<file path="src/rtl/rc_cpl_depacketizer.sv">
// Requester-completion depacketizer: strips the 3-DW header, realigns the payload so DW0 sits in
// bits [31:0], latches header sideband and flags poison/discontinue/length errors on the last beat.
module rc_cpl_depacketizer #(
   parameter int DATA_WIDTH = 128
) (
   input  logic                  user_clk,
   input  logic                  user_reset_n,
   input  logic                  s_tvalid,
   output logic                  s_tready,
   input  logic [DATA_WIDTH-1:0] s_tdata,
   input  logic [15:0]           s_tkeep,
   input  logic                  s_tlast,
   input  logic [84:0]           s_tuser,
   output logic                  m_tvalid,
   input  logic                  m_tready,
   output logic [DATA_WIDTH-1:0] m_tdata,
   output logic [3:0]            m_tdwen,
   output logic                  m_tfirst,
   output logic                  m_tlast,
   output logic                  m_terr,
   output logic [7:0]            cpl_tag,
   output logic [9:0]            cpl_len,
   output logic [11:0]           cpl_byte_count,
   output logic [6:0]            cpl_lower_addr,
   output logic [2:0]            cpl_status,
   output logic [15:0]           cpl_cmp_id
);

   typedef enum logic [1:0] {IDLE = 2'd0, BODY = 2'd1, FLUSH = 2'd2} state_t;

   state_t       state, state_nxt;
   logic [10:0]  rem, rem_nxt, take, rem_after, len_dw;
   logic [31:0]  carry, carry_nxt;
   logic         err, err_nxt, first_pend, first_nxt;
   logic         hdr_ld, emit, slot_free, acc, sop, poison, disc;
   logic [127:0] o_dat;
   logic [3:0]   o_dwen, dwen_body;
   logic         o_first, o_last, o_err;
   logic         unused_ok;

   // tkeep and most tuser/header bits carry nothing this stage needs
   assign unused_ok = ^{s_tkeep, s_tuser, s_tdata};

   assign slot_free = !m_tvalid || m_tready;
   assign s_tready  = (state != FLUSH) && slot_free;
   assign acc       = s_tvalid && s_tready;
   assign sop       = s_tuser[14];
   assign poison    = s_tuser[1];
   assign disc      = s_tuser[0];
   assign len_dw    = (s_tdata[9:0] == 10'd0) ? 11'd1024 : {1'b0, s_tdata[9:0]};
   assign take      = (rem >= 11'd4) ? 11'd4 : rem;
   assign rem_after = rem - take;

   always_comb begin
      dwen_body = 4'b1111;
      if (rem < 11'd4) begin
         case (rem[1:0])
            2'd0:    dwen_body = 4'b0000;
            2'd1:    dwen_body = 4'b0001;
            2'd2:    dwen_body = 4'b0011;
            default: dwen_body = 4'b0111;
         endcase
      end
   end

   always_comb begin
      state_nxt = state;
      rem_nxt   = rem;
      err_nxt   = err;
      carry_nxt = carry;
      first_nxt = first_pend;
      hdr_ld    = 1'b0;
      emit      = 1'b0;
      o_dat     = '0;
      o_dwen    = 4'b0000;
      o_first   = 1'b0;
      o_last    = 1'b0;
      o_err     = 1'b0;
      case (state)
         IDLE: begin
            if (acc && sop) begin
               hdr_ld = 1'b1;
               if (!s_tdata[30]) begin
                  emit    = 1'b1;
                  o_first = 1'b1;
                  o_last  = 1'b1;
                  o_err   = poison | disc;
               end else begin
                  carry_nxt = s_tdata[127:96];
                  err_nxt   = poison | disc;
                  rem_nxt   = len_dw;
                  first_nxt = 1'b1;
                  if (s_tlast) begin
                     state_nxt = FLUSH;
                     if (len_dw != 11'd1) err_nxt = 1'b1;
                  end else begin
                     state_nxt = BODY;
                  end
               end
            end
         end
         BODY: begin
            if (acc) begin
               // rem == 0 here means the packet overran its length: drain to tlast
               if (rem == 11'd0) begin
                  if (s_tlast) state_nxt = IDLE;
               end else begin
                  emit      = 1'b1;
                  o_dat     = {s_tdata[95:0], carry};
                  o_dwen    = dwen_body;
                  o_first   = first_pend;
                  first_nxt = 1'b0;
                  carry_nxt = s_tdata[127:96];
                  rem_nxt   = rem_after;
                  err_nxt   = err | disc;
                  if (rem_after == 11'd0) begin
                     o_last = 1'b1;
                     if (s_tlast) begin
                        state_nxt = IDLE;
                        o_err     = err | disc;
                     end else begin
                        err_nxt = 1'b1;
                        o_err   = 1'b1;
                     end
                  end else if (s_tlast) begin
                     state_nxt = FLUSH;
                  end
               end
            end
         end
         FLUSH: begin
            if (slot_free) begin
               emit      = 1'b1;
               o_last    = 1'b1;
               o_first   = first_pend;
               first_nxt = 1'b0;
               if (rem == 11'd1) begin
                  o_dat  = {96'h0, carry};
                  o_dwen = 4'b0001;
                  o_err  = err;
               end else begin
                  o_err  = 1'b1;
               end
               rem_nxt   = 11'd0;
               state_nxt = IDLE;
            end
         end
         default: state_nxt = IDLE;
      endcase
   end

   always_ff @(posedge user_clk) begin
      if (!user_reset_n) begin
         state          <= IDLE;
         rem            <= '0;
         err            <= 1'b0;
         carry          <= '0;
         first_pend     <= 1'b0;
         m_tvalid       <= 1'b0;
         m_tdata        <= '0;
         m_tdwen        <= '0;
         m_tfirst       <= 1'b0;
         m_tlast        <= 1'b0;
         m_terr         <= 1'b0;
         cpl_tag        <= '0;
         cpl_len        <= '0;
         cpl_byte_count <= '0;
         cpl_lower_addr <= '0;
         cpl_status     <= '0;
         cpl_cmp_id     <= '0;
      end else begin
         state      <= state_nxt;
         rem        <= rem_nxt;
         err        <= err_nxt;
         carry      <= carry_nxt;
         first_pend <= first_nxt;
         if (slot_free) m_tvalid <= emit;
         if (emit) begin
            m_tdata  <= o_dat;
            m_tdwen  <= o_dwen;
            m_tfirst <= o_first;
            m_tlast  <= o_last;
            m_terr   <= o_err;
         end
         if (hdr_ld) begin
            cpl_tag        <= s_tdata[79:72];
            cpl_len        <= s_tdata[9:0];
            cpl_byte_count <= s_tdata[43:32];
            cpl_lower_addr <= s_tdata[70:64];
            cpl_status     <= s_tdata[47:45];
            cpl_cmp_id     <= s_tdata[63:48];
         end
      end
   end

endmodule

</file>
<file path="config.mk">
export PLATFORM = sky130hd
export DESIGN_NAME = rc_cpl_depacketizer
export DESIGN_NICKNAME = d
export VERILOG_FILES = /design/src/rtl/rc_cpl_depacketizer.sv
export SDC_FILE = /design/constraint.sdc
export NUM_CORES = 1
export LEC_CHECK = 0
export CORE_AREA = 2 2 166 168
export CTS_CLUSTER_DIAMETER = 100
export CTS_CLUSTER_SIZE = 40
export DETAILED_ROUTE_END_ITERATION = 12
export DIE_AREA = 0 0 168 170
export PLACE_DENSITY = 0.84
export SLEW_MARGIN = 10
export SYNTH_ARGS = -nofsm -noshare
export SYNTH_HDL_FRONTEND = slang
export SYNTH_SLANG_ARGS = --single-unit
</file>
<file path="constraint.sdc">
create_clock -name user_clk -period 2.3 [get_ports user_clk]
set_input_delay 0.23 -clock user_clk [delete_from_list [all_inputs] [get_ports user_clk]]
set_output_delay 0.23 -clock user_clk [all_outputs]
set_load 0.05 [all_outputs]
</file>
Yosys cells after proc, flatten, opt, wreduce, memory -nomap -nowiden. Cells that the tools add are included.

Register bits after elaboration: 239. Input bits: 234. Output and inout bits: 193. Word-level logic and storage cells: 124.

$add $sub $neg: 1. $lt $le $gt $ge: 2. Equal/unequal tests: 13. Muxes and demuxes: 74. Bitwise logic cells: 2. Reduce and logical (&&, ||, !) cells: 15.

Operator list (count): 2-to-1 mux 128 bit (2); case mux 128 bit (2 select lines) (1); 2-to-1 mux 32 bit (6); 2-to-1 mux 11 bit (7); case mux 32 bit (2 select lines) (1); 2-to-1 mux 1 bit (35); case mux 11 bit (3 select lines) (1); logical NOT 11 bit (2); 2-to-1 mux 2 bit (9); case mux 1 bit (3 select lines) (5); 2-to-1 mux 4 bit (3); != test 2 bit (second input constant) (6); equality test 11 x 1 -> 1 bit (second input constant) (1); >= comparator 11 x 3 -> 1 bit (second input constant) (1); less-than comparator 11 x 3 -> 1 bit (second input constant) (1); != test 11 x 1 -> 1 bit (second input constant) (1); subtractor 11 bit (1); logical NOT 10 bit (1); AND reduction 5 bit (2); case mux 3 bit (3 select lines) (1); case mux 4 bit (2 select lines) (1); case mux 2 bit (3 select lines) (1); AND reduction 6 bit (1); equality test 2 x 1 -> 1 bit (second input constant) (2); 10 further kinds (15).

Depth between registers and ports, before layout.
Depth after elaboration: 8. Depth in mapped cells: 11. Depth with buffers taken out: 9.

Worst setup path after synthesis. No wires, ideal clock.

Path type: reg-to-reg. From: register rem[4]. To: register state[1]. Setup time: 117 ps. Arrival: 2368 ps. Required time: 2183 ps. Setup slack: -185 ps. Cell stages (with the launch flop): 11. Buffers on the path: 1. Period minus slack after synthesis: 2485 ps. Cell sequence: dfxtp_1 > buf_2 > nor4_4 > nand3_1 > nand2_1 > ha_1 > a2111oi_0 > o211ai_1 > a21oi_1 > nand3_1 > a22o_1.

Longest elaborated chain between the ends: 8. Elaborated cells between the ends (all ways): 11. Those cells by class: 1 x add/sub; 1 x order compare; 1 x eq/ne; 5 x mux; 3 x reduce/logical.

RTL lines: from (decl) (RTL line 32) `logic [10:0] rem, rem_nxt, take, rem_after, len_dw;`; from (signal assigned) (RTL line 173) `rem <= rem_nxt;`; >= comparator 11 x 3 -> 1 bit (RTL line 51) `assign take = (rem >= 11'd4) ? 11'd4 : rem;`; 2-to-1 mux 11 bit (RTL line 51); subtractor 11 bit (RTL line 52) `assign rem_after = rem - take;`; logical NOT 11 bit (RTL line 116) `if (rem_after == 11'd0) begin`; 2-to-1 mux 2 bit (RTL line 116); 2-to-1 mux 2 bit (RTL line 105) `if (rem == 11'd0) begin`; 2-to-1 mux 2 bit (RTL line 103) `if (acc) begin`; case mux 2 bit (3 select lines) (RTL line 79) `case (state)`; to (signal assigned) (RTL line 172) `state <= state_nxt;`; to (decl) (RTL line 31) `state_t state, state_nxt;`.

Parallel ways exist; a longest one is shown, timed or not. The select of a mux whose other input is x is not followed. A chain may end at the register's enable or synchronous reset.

Final worst setup path.
From: register rem[2]. To: register m_tdata[85].

Longest elaborated chain between the ends: 4. Elaborated cells between the ends (all ways): 7. Those cells by class: 6 x mux; 1 x reduce/logical.

RTL lines: logical NOT 11 bit * (RTL line 105); 2-to-1 mux 1 bit or 2-to-1 mux 128 bit (tied branches) (RTL line 105); 2-to-1 mux 1 bit or 2-to-1 mux 128 bit (tied branches) (RTL line 103); case mux 1 bit (3 select lines) or case mux 128 bit (2 select lines) (tied branches) (RTL line 79); to (signal assigned) (RTL line 179) `m_tdata <= o_dat;`; to (decl) (RTL line 16) `output logic [DATA_WIDTH-1:0] m_tdata,`.

Every way passes the cells marked *; elsewhere a longest branch is shown, timed or not.

==> results.json <==
{
  "overflow": 0,
  "synth_edf_count": 0,
  "clock_sinks": 239,
  "synth_top_area_share_pct": 50.47,
  "synth-xor-area-share_pct": 0.1848,
  "clk_pin_slew_ps": 130,
  "p_sw_mw": 2.708,
  "synth_fa_ha_area_share_pct": 0.7919,
  "coreArea_sq_mm": 0.02665,
  "drive_above_1_share_pct": 9.373,
  "die_h_microns": 170,
  "fin_util_pct": 52.50,
  "drt_pre_antenna_iters": 6,
  "cpPeakStageDelay_ps": 370,
  "setup_ws_ps": 46.98,
  "p_leak_nw": 4.811,
  "ys_ff_latch": 239,
  "grt_first_pass_wirelength_mm": 50.43,
  "synth_warnings": 0,
  "syn_avg_cell_area_sq_um": 8.587,
  "crit_chain": "nor4_4 > buf_4 > and4_2 > or3_4 > buf_12 > a32oi_1 > nor2_1",
  "relSlewSlack_pct": 53.56,
  "rrSetupSlack_ps": 50,
  "max_clock_freq_mhz": 443.9,
  "pre_cts_ws_ps": -83.83,
  "synthSimpleGateAreaFrac_pct": 18.44,
  "yosys.area.top_type": "dfxtp_1",
  "rows": 60,
  "timing.critical_path.slowest_stage_cell": "nor4_4",
  "port_buffers": 328,
  "cp-start-kind": "register",
  "synth_top_family_by_area": "compound AO/OA/AOI/OAI gates",
  "slew_viol_final": 0,
  "criticalPathCategory": "reg -> reg",
  "drt-initial-drc-count": 740,
  "intPower_mw": 6.004,
  "synth_seq_area_share_pct": 50.47,
  "synthesis.area_sq_mm": 0.009480,
  "muxShareOfSynthArea_pct": 0.1188,
  "grt_antenna_before_repair": 0,
  "grt_pass1_vias": 9505,
  "min_period_ps": 2253,
  "p_seq_share_pct": 49.7,
  "rsz0062_at_grt": "true",
  "crit_fanout": 80,
  "route.vias.total": 9708,
  "design.die.area_sq_mm": 0.02856,
  "cp_data_required_time_ps": 2720,
  "yosys_most_used_dff": "dfxtp_1",
  "gp_congestion": 0.9369,
  "switching_share_pct": 31.09,
  "n_antenna_cell": 0,
  "clockPowerShare_pct": 28.2,
  "hold_viol": 0,
  "syn-num-nets": 1344,
  "cts.path.max_buffers": 3,
  "powerDensity_mw_per_mm2": 622.6,
  "totalWireLength_mm": 32.28,
  "cts_buffers": 11,
  "root_buffer": "clkbuf_16",
  "netlist_instances": 1104,
  "clk_latency_ps": 500,
  "cp_top_family": "simple AND/OR/NAND/NOR gates",
  "drc": 0,
  "grt_max_degree": 89,
  "hold_path_class": "in -> reg",
  "final_nets": 1655,
  "maxCapViolations": 0,
  "start_util_pct": 35.57,
  "status": "finished clean",
  "die_w_microns": 168,
  "ys_types": 70,
  "ir_drop_mv": 0.6447,
  "viasPerCell": 5.516,
  "finalSetupViolCount": 0,
  "endpoint_kind": "register",
  "cts_tree": "yes",
  "async_flop_share_pct": 0,
  "fin_crit_sh_pct": 97.96,
  "dp_hpwl_mm": 22.23,
  "ant_nets": 0,
  "area_growth_pct": 47.59,
  "final.setup_skew_ps": 35.54,
  "gr-usage-all-layers_pct": 21.52,
  "arrival_ps": 2670,
  "combPwrFrac_pct": 22.0,
  "synth.area.top_cells": "dfxtp_1, a32oi_1, nand2_1",
  "path_buf_inv": 2,
  "io_pins": 427,
  "worstMarginPinSlew_ps": 689.3,
  "wl_per_cell_microns": 18.34,
  "synth_compound_area_share_pct": 24.31,
  "h-tree-depth": 1
}
power by group through the flow:
stage / Clock [mW] / Sequential [mW] / Combinational (mW)
2_1_floorplan: 0 / 4.70 / 0.745
3_3_place_gp: 0 / 4.42 / 1.87
3_5_place_dp: 0 / 4.42 / 1.88
4_1_cts: 2.52 / 4.33 / 1.89
5_1_grt: 2.66 / 4.35 / 2.04
6_report: 2.46 / 4.33 / 1.92
synthesized netlist by cell type, types with 2 or more instances:
library cell  instances
or3_1                 3
buf_1                 5
buf_4                12
a31oi_1               2
nor4_1                2
o31ai_1               3
nor2_1              119
nand2b_1              6
a22oi_1               2
nor3_1               12
a31o_2                2
and3_1                2
nand4_1               2
clkbuf_1             54
a41oi_1               3
o21ba_2               2
o311a_1               2
inv_1                 8
buf_2                35
nor4_4                2
o22ai_1               2
conb_1                2
nor2b_1               4
nand2_1             193
ha_1                  6
o21ai_1               7
o32ai_1               2
a211oi_1             37
dfxtp_1             239
o211ai_1              2
a21oi_1             106
nand3_1              46
o21ai_0              42
nand3b_1              3
a311oi_1              4
a32oi_1              97
repair_timing:
item / 4_1_cts / 5_1_grt
hold buffers: 0 / 0
endpoints found under the setup margin: 4 / 102
cloned: 0 / 0
pin swaps: 1 / 7
gates resized for setup: 3 / 8
buffers inserted: 0 / 0
cell type report:
cell class | instances | area [sq um]
fill | 2359 | 12660
multi-input combinational | 749 | 4269
clock buffer | 11 | 275.3
tap | 341 | 426.7
timing repair buffer | 405 | 4098
inverter | 9 | 38.79
clock inverter | 6 | 97.59
sequential | 239 | 4787
cells in the final DEF (no fill, tap or decap), drive strengths merged, types with 3 or more instances in the layout:
cell type and n:
a41oi 3, nand2b 6, nor3 12, a21oi 107, clkdlybuf4s50 326, nand4 3, nor4 4, nand3b 3
o31ai 4, nand2 193, a211oi 38, buf 79, nor2 119, clkinv 3, nor2b 4, a311oi 4
or3 3, nand3 46, ha 6, inv 11, dfxtp 239, clkbuf 11, o21ai 49, a32oi 98
flip-flops by register name (all words and copies together) (netlist names), 2 cells and up:
name,cells
carry,32
cpl_byte_count,12
cpl_cmp_id,16
cpl_len,10
cpl_lower_addr,7
cpl_status,3
cpl_tag,8
m_tdata,128
m_tdwen,4
rem,11
state,2
layer usage:
metal | up-vias | share of wire, % | track usage [%]
met5 | - | 0 | 0
met4 | 0 | 2.3 | 5.671
met3 | 49 | 9.9 | 6.953
met2 | 436 | 47 | 36.63
met1 | 4644 | 40 | 26.26
li1 | 4579 | - | -
worst paths after layout:
check / start / end / cells after the start
worst max-delay path: rem[2] / m_tdata[85] / 7
worst min register to register: carry[10] / carry[10] / 2
worst max register to register: rem[2] / m_tdata[85] / 7
worst min-delay path: s_tdata[104] / carry[8] / 3
cells by family after synthesis:
kind of cell | Yosys count
flops | 239
other cells | 2
buf+inv | 116
xor+xnor | 2
fa+ha+maj | 6
simple gates | 405
compound gates | 333
mux | 1
worst register-to-register path, stage by stage, from the launching register on:
cell and delay (ps):
dfxtp_2 350, nor4_4 370, buf_4 220, and4_2 310, or3_4 200, buf_12 290, a32oi_1 310, nor2_1 110
through the flow:
step                      std cells  power [mW]  setup TNS [ps]  area [sq um]  hold slack [ps]
after detailed placement       1743       6.303           -4830         13570            442.1
after CTS                      1760       8.746               0         13950            252.7
after global routing           1760       9.054          -49.18         13990            262.3
after global placement         1743       6.284           -1808         13570            438.6
final                          1760       8.712               0         13990            268.5
after floorplan                1104       5.443          -41.55          9507            366.0
No activity file was read; power rests on OpenSTA's default activity.
